===== src/rtl/fetch_queue.sv =====
// fetch_queue: in-order queue of fetch packets between the fetch and decode stages.
// Each entry holds {pc, instr pair}. Optional same-cycle bypass when the queue is
// empty is enabled by defining FETCH_QUEUE_BYPASS_EN; by default there is no
// combinational path from the fetch inputs to the outputs.
module fetch_queue #(
  parameter int DEPTH = 4
) (
  input  logic                       clock_i,
  input  logic                       reset_i,
  input  logic                       fetch_valid_i,
  input  logic [31:0]                fetch_pc_i,
  input  logic [63:0]                fetch_instr_i,
  output logic                       fetch_ready_o,
  input  logic                       flush_i,
  output logic                       dec_valid_o,
  input  logic                       dec_ready_i,
  output logic [31:0]                dec_pc_o,
  output logic [31:0]                dec_instr0_o,
  output logic [31:0]                dec_instr1_o,
  output logic [$clog2(DEPTH):0]     count_o
);

  localparam int AW = $clog2(DEPTH);
  localparam int CW = AW + 1;

  logic [31:0]   r_pc    [DEPTH];
  logic [63:0]   r_instr [DEPTH];
  logic [AW-1:0] r_wptr;
  logic [AW-1:0] r_rptr;
  logic [CW-1:0] r_count;

  logic w_empty;
  logic w_full;
  logic w_push;
  logic w_pop;
  logic w_byp_take;

  assign w_empty = (r_count == '0);
  assign w_full  = (r_count == CW'(DEPTH));

  // Readiness depends only on registered occupancy, so a full queue never
  // accepts even if decode drains the head on the same edge.
  assign fetch_ready_o = !w_full;
  assign count_o       = r_count;

`ifdef FETCH_QUEUE_BYPASS_EN
  logic w_byp;
  // Empty queue: forward the incoming packet straight to decode.
  assign w_byp       = w_empty && fetch_valid_i;
  assign w_byp_take  = w_byp && dec_ready_i && !flush_i;
  assign dec_valid_o = !w_empty || w_byp;

  // Output mux: incoming packet while bypassing, otherwise the head entry.
  always_comb begin
    dec_pc_o     = r_pc[r_rptr];
    dec_instr0_o = r_instr[r_rptr][31:0];
    dec_instr1_o = r_instr[r_rptr][63:32];
    if (w_byp) begin
      dec_pc_o     = fetch_pc_i;
      dec_instr0_o = fetch_instr_i[31:0];
      dec_instr1_o = fetch_instr_i[63:32];
    end
  end
`else
  assign w_byp_take   = 1'b0;
  assign dec_valid_o  = !w_empty;
  assign dec_pc_o     = r_pc[r_rptr];
  assign dec_instr0_o = r_instr[r_rptr][31:0];
  assign dec_instr1_o = r_instr[r_rptr][63:32];
`endif

  // A bypassed packet that decode consumes is never written to storage.
  assign w_push = fetch_valid_i && !w_full && !flush_i && !w_byp_take;
  assign w_pop  = !w_empty && dec_ready_i && !flush_i;

  // Pointer and occupancy update; reset beats flush, flush beats push/pop.
  always_ff @(posedge clock_i) begin
    if (reset_i || flush_i) begin
      r_wptr  <= '0;
      r_rptr  <= '0;
      r_count <= '0;
    end else begin
      if (w_push) r_wptr <= r_wptr + 1'b1;
      if (w_pop)  r_rptr <= r_rptr + 1'b1;
      case ({w_push, w_pop})
        2'b10:   r_count <= r_count + 1'b1;
        2'b01:   r_count <= r_count - 1'b1;
        default: r_count <= r_count;
      endcase
    end
  end

  // Entry storage is write-only on push and is deliberately not reset.
  always_ff @(posedge clock_i) begin
    if (w_push && !reset_i) begin
      r_pc[r_wptr]    <= fetch_pc_i;
      r_instr[r_wptr] <= fetch_instr_i;
    end
  end

endmodule


===== config.mk =====
export PLATFORM = sky130hd
export DESIGN_NAME = fetch_queue
export DESIGN_NICKNAME = d
export VERILOG_FILES = /design/src/rtl/fetch_queue.sv
export SDC_FILE = /design/constraint.sdc
export NUM_CORES = 1
export LEC_CHECK = 0
export CAP_MARGIN = 0
export CORE_MARGIN = 4
export CORE_UTILIZATION = 51
export CTS_BUF_LIST = sky130_fd_sc_hd__clkbuf_4
export CTS_CLUSTER_DIAMETER = 80
export DETAILED_ROUTE_END_ITERATION = 10
export PLACE_DENSITY_LB_ADDON = 0.12
export RECOVER_POWER = 100
export SLEW_MARGIN = 20
export SYNTH_ARGS = -nofsm -noshare
export SYNTH_HDL_FRONTEND = slang
export SYNTH_SLANG_ARGS = --single-unit

===== constraint.sdc =====
create_clock -name clock_i -period 9.23 [get_ports clock_i]
set_clock_uncertainty 0.15 [all_clocks]
set_input_delay 1.846 -clock clock_i [delete_from_list [all_inputs] [get_ports clock_i]]
set_output_delay 1.846 -clock clock_i [all_outputs]
set_load 0.01 [all_outputs]

==> flow_results.xml <==
<?xml version="1.0" encoding="UTF-8"?>
<metrics>
  <group name="grt">
    <metric name="largest_net_degree_at_the_start_of_global_routing" unit="">60</metric>
    <metric name="grt_overflow" unit="">0</metric>
    <metric name="grt_usage" unit="%">18.1</metric>
    <metric name="first_pass_grt_wire_length" unit="um">42900</metric>
    <metric name="first_global_vias" unit="">7807</metric>
    <metric name="antenna_found_initial" unit="">6</metric>
  </group>
  <group name="hold_path">
    <metric name="hold_start" unit="">r_wptr[1]</metric>
    <metric name="worstHoldPathCells" unit="">2</metric>
    <metric name="hold-path-endpoint" unit="">r_wptr[1]</metric>
    <metric name="min_path_type" unit="">reg2reg</metric>
  </group>
  <group name="critical_path">
    <metric name="worst_setup_path_end_kind" unit="">output pin</metric>
    <metric name="worst-r2r-setup-slack" unit="ns">4.58</metric>
    <metric name="cp_data_required_time" unit="ns">7.23</metric>
    <metric name="cp-start-kind" unit="">register</metric>
    <metric name="worst_setup_path_category" unit="">reg2out</metric>
    <metric name="worstPathMaxFanout" unit="">59</metric>
    <metric name="worst-endpoint-arrival" unit="ns">4.38</metric>
    <metric name="crit-reg2reg-launch" unit="">count_o[0]</metric>
    <metric name="reg2reg_end" unit="">r_instr[1][63]</metric>
    <metric name="path_depth_of_the_worst_reg2reg_path" unit="">4</metric>
  </group>
  <group name="route">
    <metric name="first_iter_violations" unit="">483</metric>
    <metric name="via_count" unit="">6849</metric>
    <metric name="drt_drc_violations_left" unit="">0</metric>
    <metric name="wl_per_cell" unit="um">21.0</metric>
    <metric name="via_per_inst" unit="">5.26</metric>
    <metric name="antenna_nets_post_route" unit="">0</metric>
    <metric name="firstDrtPassIters" unit="">5</metric>
    <metric name="routed_wirelength" unit="um">27400</metric>
  </group>
  <group name="power">
    <metric name="cellPowerDensity" unit="nW/um^2">195</metric>
    <metric name="power.static_leakage" unit="nW">5.73</metric>
    <metric name="finalPower" unit="W">0.00350</metric>
    <metric name="ir_worst_vdd" unit="uV">101</metric>
  </group>
  <group name="cts">
    <metric name="latest_clock_arrival_within_the_worst_skew_pair" unit="ns">0.68</metric>
    <metric name="cts_hold_buf" unit="">0</metric>
    <metric name="postCtsSetupBuffers" unit="">0</metric>
    <metric name="h-tree-depth" unit="">3</metric>
    <metric name="clkSlewWorstSetupHoldPaths" unit="ns">0.07</metric>
    <metric name="cts_tree" unit="">done</metric>
    <metric name="post_cts_resize_count" unit="">0</metric>
    <metric name="num_clock_sinks" unit="">393</metric>
    <metric name="cts-buffers-inserted" unit="">97</metric>
    <metric name="cts_max_path_buffers" unit="">3</metric>
    <metric name="root_buffer" unit="">clkbuf_4</metric>
  </group>
  <group name="logic_synthesis">
    <metric name="synth.avg_cell_area" unit="sq um">25.7</metric>
    <metric name="mappedNetlistNets" unit="">665</metric>
    <metric name="yosys_warnings" unit="">0</metric>
    <metric name="syn-instance-count" unit="">558</metric>
    <metric name="synth_largest_type_area_fraction" unit="%">80.4</metric>
    <metric name="synth_seq_area_share" unit="%">81.7</metric>
    <metric name="synth.distinct_cells" unit="">24</metric>
    <metric name="yosys-top-cells-area" unit="">edfxtp_1 80%, mux4_2 15%, dfxtp_1 1.3%</metric>
    <metric name="synth.cell_area" unit="sq um">14300</metric>
    <metric name="yosys_top_cell_by_area" unit="">edfxtp_1</metric>
    <metric name="flops_latches_synth" unit="">393</metric>
  </group>
  <group name="outcome">
    <metric name="violations_in_the_final_reports" unit="">max-capacitance violations, max-slew violations</metric>
    <metric name="run_status" unit="">complete, but fails checks</metric>
  </group>
  <group name="timing">
    <metric name="layout_worst_path_cycle_share" unit="%">69.1</metric>
    <metric name="final_hold_fails" unit="">0</metric>
    <metric name="worst_pin_slew" unit="ns">3.77</metric>
    <metric name="slew_headroom" unit="%">-151</metric>
    <metric name="setup_violations" unit="">0</metric>
    <metric name="slew_violations" unit="">431</metric>
    <metric name="setup_repair_after_global_routing_missed_its_margin" unit="">no</metric>
    <metric name="period_needed" unit="ns">6.38</metric>
    <metric name="achievable-frequency" unit="MHz">157</metric>
  </group>
  <group name="cells_and_area">
    <metric name="layout.cells.most_common" unit="">edfxtp_1</metric>
    <metric name="layout.cells.most_common_list" unit="">384 x edfxtp_1, 196 x dlygate4sd3_1, 140 x clkbuf_4</metric>
    <metric name="area_growth_syn_to_layout" unit="%">25.3</metric>
    <metric name="final_net_count" unit="">953</metric>
    <metric name="design_area" unit="sq um">18000</metric>
    <metric name="layout.filler_cells" unit="">1975</metric>
    <metric name="drive_above_1_share" unit="%">27.0</metric>
  </group>
  <group name="placement">
    <metric name="place_congestion" unit="">0.729</metric>
    <metric name="place_hpwl" unit="um">16100</metric>
    <metric name="dpl_cell_area" unit="sq um">16800</metric>
    <metric name="numPortBuffers" unit="">201</metric>
  </group>
  <group name="die">
    <metric name="core-area" unit="sq um">27800</metric>
    <metric name="design.die.area" unit="sq um">30900</metric>
    <metric name="floorplan.io_pins" unit="">202</metric>
    <metric name="num_rows" unit="">61</metric>
    <metric name="die_y" unit="um">176</metric>
    <metric name="die_x" unit="um">176</metric>
    <metric name="initial_core_util" unit="%">51.6</metric>
  </group>
  <group name="run">
    <metric name="max_cap_violations" unit="">9</metric>
  </group>
</metrics>
metrics by stage:
step                      setup TNS [ns]  utilization, %  setup slack, ns  hold slack [ns]  cells
after floorplan                  -298.66               -           -0.783            0.309    558
after global placement                 0            60.4             4.62            0.314   1125
after detailed placement               0            60.4             4.62            0.348   1125
after CTS                              0            64.8             3.84            0.359   1299
after global routing                   0            64.7             2.52            0.396   1302
final                                  0            64.7             2.85            0.370   1302
flip-flops by register name, indices dropped and copies added, names as in the netlist, named ones only:
| register | cells |
|---|---|
| r_wptr | 2 |
| r_rptr | 2 |
| r_pc | 128 |
| count_o | 3 |
| r_instr | 256 |
cell usage after synthesis:
library cell / number
edfxtp_1: 384
mux4_2: 96
buf_2: 11
dfxtp_1: 9
clkbuf_1: 6
inv_1: 6
a21oi_1: 5
buf_6: 5
ha_1: 5
nor2_1: 5
nand2_1: 4
nor3b_1: 4
o21ai_0: 3
or3_1: 3
mux2i_1: 2
xor2_1: 2
buf_12: 1
fa_1: 1
nand2b_1: 1
nand3b_1: 1
nand3b_2: 1
nor3_1: 1
or2_2: 1
or3b_2: 1
worst max-delay path by stage:
| stage | end | slack (ns) | cells past startpoint |
|---|---|---|---|
| global placement | dec_instr0_o[25] | 4.62 | 3 |
| global route | dec_pc_o[6] | 2.52 | 3 |
| floorplan | r_instr[0][0] | -0.78 | 2 |
| finish | dec_instr0_o[0] | 2.85 | 3 |
| CTS | dec_instr0_o[25] | 3.84 | 3 |
| detailed placement | dec_instr0_o[25] | 4.62 | 3 |
where the power goes:
group	leakage, nW	switching, W	internal [W]	total [W]
clock network	0.731	0.000647	0.000753	0.00140
logic	1.46	0.0000550	0.0000619	0.000117
registers	3.54	0.00000439	0.00198	0.00198
layout make-up:
cell class / count / area (sq um) / area share (%)
diodes: 3 / 7.51 / 0.0418
well taps: 378 / 473 / 2.63
clock buffers: 140 / 1050 / 5.85
flip-flops and latches: 393 / 11700 / 65.2
repair buffers: 212 / 2060 / 11.5
multi-input cells: 136 / 2450 / 13.6
clock inverters: 34 / 186 / 1.04
inverters: 6 / 22.5 / 0.125
per-layer routing:
layer,track usage [%],vias to the layer above,wire length [um]
met5,0,-,21
li1,-,3047,-
met3,5.57,45,2040
met4,6.30,4,473
met2,30.2,274,14100
met1,22.9,3479,10700
critical path: stages, from the launching register on:
cell and delay (ns):
dfxtp_1 1.65, buf_4 0.88, mux4_2 0.45, dlygate4sd3_1 0.63
kinds of logic after synthesis:
logic type	count (synthesis)	share of synthesized area, %
adders and majority gates	6	0.576
xor gates and xnor gates	2	0.122
buffers and inverters	29	1.23
AOI/OAI and AO/OA	8	0.279
muxes	98	15.2
and+or+nand+nor	22	0.890
DFF	393	81.7
Note: power is estimated with default switching activity, not from simulation.
